<file path="config.mk">
export PLATFORM = sky130hd
export DESIGN_NAME = pio_gpio_port
export DESIGN_NICKNAME = d
export VERILOG_FILES = /design/src/rtl/pio_gpio_port_pkg.sv /design/src/rtl/pio_gpio_sync.sv /design/src/rtl/pio_gpio_port.sv
export SDC_FILE = /design/constraint.sdc
export NUM_CORES = 1
export LEC_CHECK = 0
export CAP_MARGIN = 40
export CORE_AREA = 2 2 311 313
export CTS_CLUSTER_SIZE = 28
export DETAILED_ROUTE_END_ITERATION = 16
export DIE_AREA = 0 0 313 315
export PLACE_DENSITY = 0.41
export SKIP_LAST_GASP = 1
export SYNTH_ARGS = -nofsm -noshare
export SYNTH_HDL_FRONTEND = slang
export SYNTH_HIERARCHICAL = 1
export SYNTH_SLANG_ARGS = --single-unit
</file>
<file path="constraint.sdc">
create_clock -name clk -period 2.05 [get_ports clk]
set_clock_uncertainty 0.15 [all_clocks]
set_input_delay 0.615 -clock clk [delete_from_list [all_inputs] [get_ports clk]]
set_output_delay 0.615 -clock clk [all_outputs]
set_load 0.1 [all_outputs]
</file>
<file path="src/rtl/pio_gpio_port_pkg.sv">
// Shared sizing constants and small helpers for the PIO pad-side GPIO stage.
package pio_gpio_port_pkg;

  localparam int PIO_NUM_SM    = 4;
  localparam int PIO_PIN_COUNT = 32;
  localparam int PIO_WORD_W    = 32;

  typedef logic [PIO_WORD_W-1:0] pio_word_t;

  // Bits an SM claims this cycle: its mask, gated by its valid strobe.
  function automatic pio_word_t claim_bits(input logic valid, input pio_word_t mask);
    return valid ? mask : '0;
  endfunction

endpackage

</file>
<file path="src/rtl/pio_gpio_sync.sv">
// Two-flop input synchronizer with per-bit bypass of the second flop.
// Both stages always clock, so changing the bypass select exposes at most one stale sample.
module pio_gpio_sync
  import pio_gpio_port_pkg::*;
(
  input  logic      clk,
  input  logic      reset,
  input  pio_word_t pad_in,
  input  pio_word_t bypass,
  output pio_word_t gpio
);

  pio_word_t sync_p1;
  pio_word_t sync_p2;

  // Stage 1 samples the raw pads, stage 2 re-samples stage 1.
  always_ff @(posedge clk) begin
    if (reset) begin
      sync_p1 <= '0;
      sync_p2 <= '0;
    end else begin
      sync_p1 <= pad_in;
      sync_p2 <= sync_p1;
    end
  end

  // bypass is a static per-pin configuration select between the two flop outputs.
  assign gpio = (sync_p1 & bypass) | (sync_p2 & ~bypass);

endmodule

</file>
<file path="src/rtl/pio_gpio_port.sv">
// Pad-side merge of all SM pin/pindir writes plus the CPU force path into
// registered OUT/OE state, with sticky per-pin SM collision flags and input sync.
module pio_gpio_port
  import pio_gpio_port_pkg::*;
#(
  parameter int NUM_SM    = PIO_NUM_SM,
  parameter int PIN_COUNT = PIO_PIN_COUNT
) (
  input  logic                         clk,
  input  logic                         reset,
  input  logic [NUM_SM-1:0]            in_smWriteValid,
  input  logic [NUM_SM*PIO_WORD_W-1:0] in_pinsWriteData,
  input  logic [NUM_SM*PIO_WORD_W-1:0] in_pinsWriteMask,
  input  logic [NUM_SM*PIO_WORD_W-1:0] in_pinDirsWriteData,
  input  logic [NUM_SM*PIO_WORD_W-1:0] in_pinDirsWriteMask,
  input  logic                         in_cpuWriteValid,
  input  logic [PIN_COUNT-1:0]         in_cpuPins,
  input  logic [PIN_COUNT-1:0]         in_cpuDirs,
  input  logic [PIN_COUNT-1:0]         in_syncBypass,
  input  logic [PIN_COUNT-1:0]         in_conflictClear,
  input  logic [PIN_COUNT-1:0]         in_padIn,
  output logic [PIN_COUNT-1:0]         out_padOut,
  output logic [PIN_COUNT-1:0]         out_padOe,
  output logic [PIN_COUNT-1:0]         out_GPIO,
  output logic [PIN_COUNT-1:0]         out_conflict
);

  pio_word_t pins_nxt_p0;
  pio_word_t dirs_nxt_p0;
  pio_word_t pins_seen_p0;
  pio_word_t dirs_seen_p0;
  pio_word_t pins_multi_p0;
  pio_word_t dirs_multi_p0;
  pio_word_t pin_claim;
  pio_word_t dir_claim;

  // Merge: CPU value (or hold) first, then SMs in ascending order so the highest index wins.
  always_comb begin
    pins_nxt_p0   = in_cpuWriteValid ? in_cpuPins : out_padOut;
    dirs_nxt_p0   = in_cpuWriteValid ? in_cpuDirs : out_padOe;
    pins_seen_p0  = '0;
    dirs_seen_p0  = '0;
    pins_multi_p0 = '0;
    dirs_multi_p0 = '0;
    pin_claim     = '0;
    dir_claim     = '0;
    for (int i = 0; i < NUM_SM; i++) begin
      pin_claim     = claim_bits(in_smWriteValid[i], in_pinsWriteMask[PIO_WORD_W*i +: PIO_WORD_W]);
      dir_claim     = claim_bits(in_smWriteValid[i], in_pinDirsWriteMask[PIO_WORD_W*i +: PIO_WORD_W]);
      pins_nxt_p0   = (pins_nxt_p0 & ~pin_claim)
                    | (in_pinsWriteData[PIO_WORD_W*i +: PIO_WORD_W] & pin_claim);
      dirs_nxt_p0   = (dirs_nxt_p0 & ~dir_claim)
                    | (in_pinDirsWriteData[PIO_WORD_W*i +: PIO_WORD_W] & dir_claim);
      // A bit already claimed by a lower SM and claimed again is a collision.
      pins_multi_p0 = pins_multi_p0 | (pins_seen_p0 & pin_claim);
      dirs_multi_p0 = dirs_multi_p0 | (dirs_seen_p0 & dir_claim);
      pins_seen_p0  = pins_seen_p0 | pin_claim;
      dirs_seen_p0  = dirs_seen_p0 | dir_claim;
    end
  end

  // ---- stage p0 -> p1: registered pad state and sticky collisions (set beats clear) ----
  always_ff @(posedge clk) begin
    if (reset) begin
      out_padOut   <= '0;
      out_padOe    <= '0;
      out_conflict <= '0;
    end else begin
      out_padOut   <= pins_nxt_p0;
      out_padOe    <= dirs_nxt_p0;
      out_conflict <= (out_conflict & ~in_conflictClear) | pins_multi_p0 | dirs_multi_p0;
    end
  end

  pio_gpio_sync u_sync (
    .clk    (clk),
    .reset  (reset),
    .pad_in (in_padIn),
    .bypass (in_syncBypass),
    .gpio   (out_GPIO)
  );

endmodule

</file>
==> reports/qor.csv <==
stage;metric;value;unit
timing;Tcrit/Tclk final;102;%
timing;Worst-Margin Slew;538;ps
outcome;failing checks;negative setup slack;
power_and_ir_drop;part of the power in registers;26.2;%
yosys;Cells after Synth;1328;
timing;Final Critical Period;2090;ps
power_and_ir_drop;Comb power frac;46.6;%
placed_design;Detailed Place HPWL;73000;um
route;Via-to-Cell Ratio;4.09;
die;die area;98600;um^2
die;Core Region;95700;um^2
yosys;Distinct cells, synth;48;
worst_setup_path;Crit Path Max Fanout;1;
yosys;#FFs+latches synth;160;
route;First-pass DRT Iterations;6;
layout;fin area;24200;um^2
power_and_ir_drop;internal power;8.47;mW
route;highest metal used;met5;
yosys;multiplexer share of the synthesized area;13.2;%
die;# rows;114;
clock_tree;Sinks on Clock Net;160;
timing;post-route setup slack;-44.7;ps
yosys;XOR/XNOR share of the synthesized area;0;%
grt;vias in the first global route;15900;
worst_setup_path;Critical Path RT;1280;ps
route;WL met1;35400;um
worst_setup_path;Reg2Reg Depth;4;
yosys;adder-cell share of the synthesized area;4.59;%
worst_setup_path;critical path endpoint category;output pin;
yosys;post-synthesis compound-gate area fraction;22.7;%
placed_design;placed inst area;23500;um^2
grt;GRT overflow;0;
layout;share of cells above drive strength 1;27.0;%
clock_tree;TritonCTS Buffers;17;
clock_tree;Hold Buf Count CTS;0;
worst_hold_path;Hold/Removal Path Class;flip-flop to flip-flop;
power_and_ir_drop;leak pwr;9.71;nW
timing;Fmax achieved;477;MHz
power_and_ir_drop;Power Total;13.9;mW
yosys;mapped cell area;10700;um^2
yosys;Area contributors post-synth;dfxtp_1 (30%), nand2_1 (11%), mux2_2 (7.7%);
grt;initial antenna violation count;24;
timing;Hold Violations, Final;0;
yosys;syn nets;2007;
route;vias post-DR;14900;
yosys;combinational family with the most area after synthesis;simple AND/OR/NAND/NOR gates;
timing;RSZ-0062 raised after global routing;true;
yosys;area share of the largest cell type after synthesis;29.8;%
route;met3 wire length;5870;um
clock_tree;root buffer cell;clkbuf_16;
worst_setup_path;type of origin of the critical path;input pin;
clock_tree;clock buffer depth;2;
layout;nets@finish;3040;
placed_design;Placer Congestion;0.902;
worst_setup_path;crit path from;in_syncBypass[5];
die;Die Y-Extent;315;um
power_and_ir_drop;Switch Pwr;5.40;mW
clock_tree;# H-tree levels;4;
timing;slew margin rel.;64.1;%
yosys;Synth Area per Inst;8.09;um^2
worst_setup_path;R2R Setup Slk;630;ps
route;# DRC;0;
route;remaining antenna violation count;0;
die;DIE WIDTH;313;um
outcome;status;finished, violations left;
timing;Slew Limit Fails;0;
worst_setup_path;reg2reg start;out_conflict[15];
clock_tree;clk_lat worst skew;490;ps
timing;setup violators final;13;
worst_setup_path;worst reg2reg path endpoint;out_conflict[15];
worst_setup_path;Setup CP Type;input pin to output pin;
grt;all-layer global routing usage;16.6;%
clock_tree;Worst-path clk slew;80;ps
yosys;Ys Warns;6;
route;Iteration-0 DRC Markers;803;
yosys;Synth Area in Simple Gates;24.8;%
die;I/O pins;807;
route;final wirelength;84700;um
flow_run;Max Cap Viol;0;
route;post-DR wirelength/cell;23.2;um
grt;largest net degree at the start of global routing;34;
route;routed wl met2;41600;um
worst_setup_path;WP data arrival;1330;ps
power_and_ir_drop;clock share of power;27.2;%
grt;first-pass GRT wire length;117000;um
worst_setup_path;crit path capture;out_GPIO[5];
yosys;cell taking the most area after synthesis;dfxtp_1;
die;Initial Util;11.2;%
placed_design;I/O Buffers;806;
power_and_ir_drop;PwrDens;572;nW/um^2
power_and_ir_drop;Worst VDD drop;340;uV
yosys;sequential fraction of the synthesis area;29.8;%
power_and_ir_drop;Sw Ratio;38.9;%
layout;Layout area overhead;126;%
clock_tree;CTS tree;done;
-- worst min-delay path by stage --
| stage | startpoint | to | slack [ps] | cells past startpoint |
|---|---|---|---|---|
| CTS | reset | flip-flop | 260 | 3 |
| detailed placement | u_sync/sync_p1[9] | u_sync/sync_p2[9] | 300 | 1 |
| floorplan | u_sync/sync_p1[31] | u_sync/sync_p2[31] | 280 | 1 |
| global route | reset | flip-flop | 320 | 3 |
| finish | u_sync/sync_p1[6] | u_sync/sync_p2[6] | 310 | 1 |
| global placement | u_sync/sync_p1[17] | u_sync/sync_p2[17] | 290 | 1 |
-- kinds of logic (layout without fill, tap and decap cells) --
| family | Yosys count | count (layout) |
|---|---|---|
| multiplexers | 133 | 133 |
| AO/OA/AOI/OAI | 353 | 353 |
| AND/OR/NAND/NOR | 556 | 556 |
| other | 0 | 2 |
| adder cells (fa/ha/maj) | 47 | 47 |
| flip-flops | 160 | 160 |
| buffers and inverters | 79 | 1125 |
-- power groups by stage --
stage                     sequential, mW  combinational, mW  clock (mW)
after floorplan                     4.95               1.61           0
after detailed placement            3.70               6.49           0
final                               3.63               6.46        3.78
after global placement              3.70               6.46           0
after CTS                           3.64               6.54        3.98
after global routing                3.67               6.75        4.04
-- synth_stat cells (all sizes together) --
master / number
o221ai: 9
a22oi: 16
a41oi: 1
a32oi: 1
a311o: 1
nor2b: 70
clkbuf: 12
and2: 21
o2111ai: 1
or3: 1
maj3: 47
a211o: 6
o21a: 8
a31oi: 57
a31o: 7
a21oi: 46
dfxtp: 160
nand4: 8
nand2b: 2
a211oi: 47
nor3: 3
nor4: 1
o31a: 1
buf: 61
nand2: 320
o21ai: 26
o22ai: 54
a222oi: 2
o211ai: 33
nor2: 20
mux2i: 60
nand3: 104
a22o: 6
mux2: 73
inv: 6
a21boi: 1
nor3b: 6
a221oi: 13
a311oi: 1
a221o: 16
-- layout make-up --
type / count / area [um^2]
Clock buffer: 20 / 467
Sequential cell: 160 / 3220
Fill cell: 10300 / 71500
Tap cell: 1276 / 1600
Clock inverter: 12 / 170
Antenna cell: 2 / 5.00
Inverter: 6 / 22.5
Timing Repair Buffer: 1087 / 11600
Multi-Input combinational cell: 1089 / 7140
-- repair_timing --
action	in CTS	in global routing
resized for setup	103	24
setup endpoints to repair	33	32
cloned	0	0
buffers inserted	1	0
-- per-layer routing --
layer  global-route usage [%]  up-vias
li1                         -     7016
met1                     19.8     7136
met2                     29.1      653
met3                     4.62      113
met4                     4.34       28
met5                        0        -
-- critical path, stage by stage --
cell and delay [ps]:
clkdlybuf4s15_2 190, mux2_4 340, buf_12 180
-- through the flow --
step | hold WS [ps] | worst slack [ps] | setup TNS (ps) | instances | utilization [%]
finish | 306 | -44.7 | -176 | 3652 | 25.3
global route | 316 | -51.0 | -1070 | 3652 | 25.3
CTS | 258 | -84.1 | -1260 | 3650 | 25.4
detailed placement | 302 | -433 | -31170 | 3617 | 24.6
global placement | 294 | -432 | -30170 | 3617 | 24.6
floorplan | 282 | 124 | 0 | 1328 | -
-- cells in the final DEF (no fill, tap or decap), types with 21 or more instances in the layout --
cell	instances
buf_12	146
o22ai_1	54
nand2_1	315
mux2i_1	60
a31oi_1	57
and2_1	21
mux2_4	32
buf_4	268
o21ai_0	26
nor2b_2	60
maj3_1	29
mux2_2	41
nand3_1	104
o211ai_1	33
a21oi_1	46
dfxtp_1	146
clkdlybuf4s50_1	640
a211oi_1	46
No activity file was read; power rests on OpenSTA's default activity.
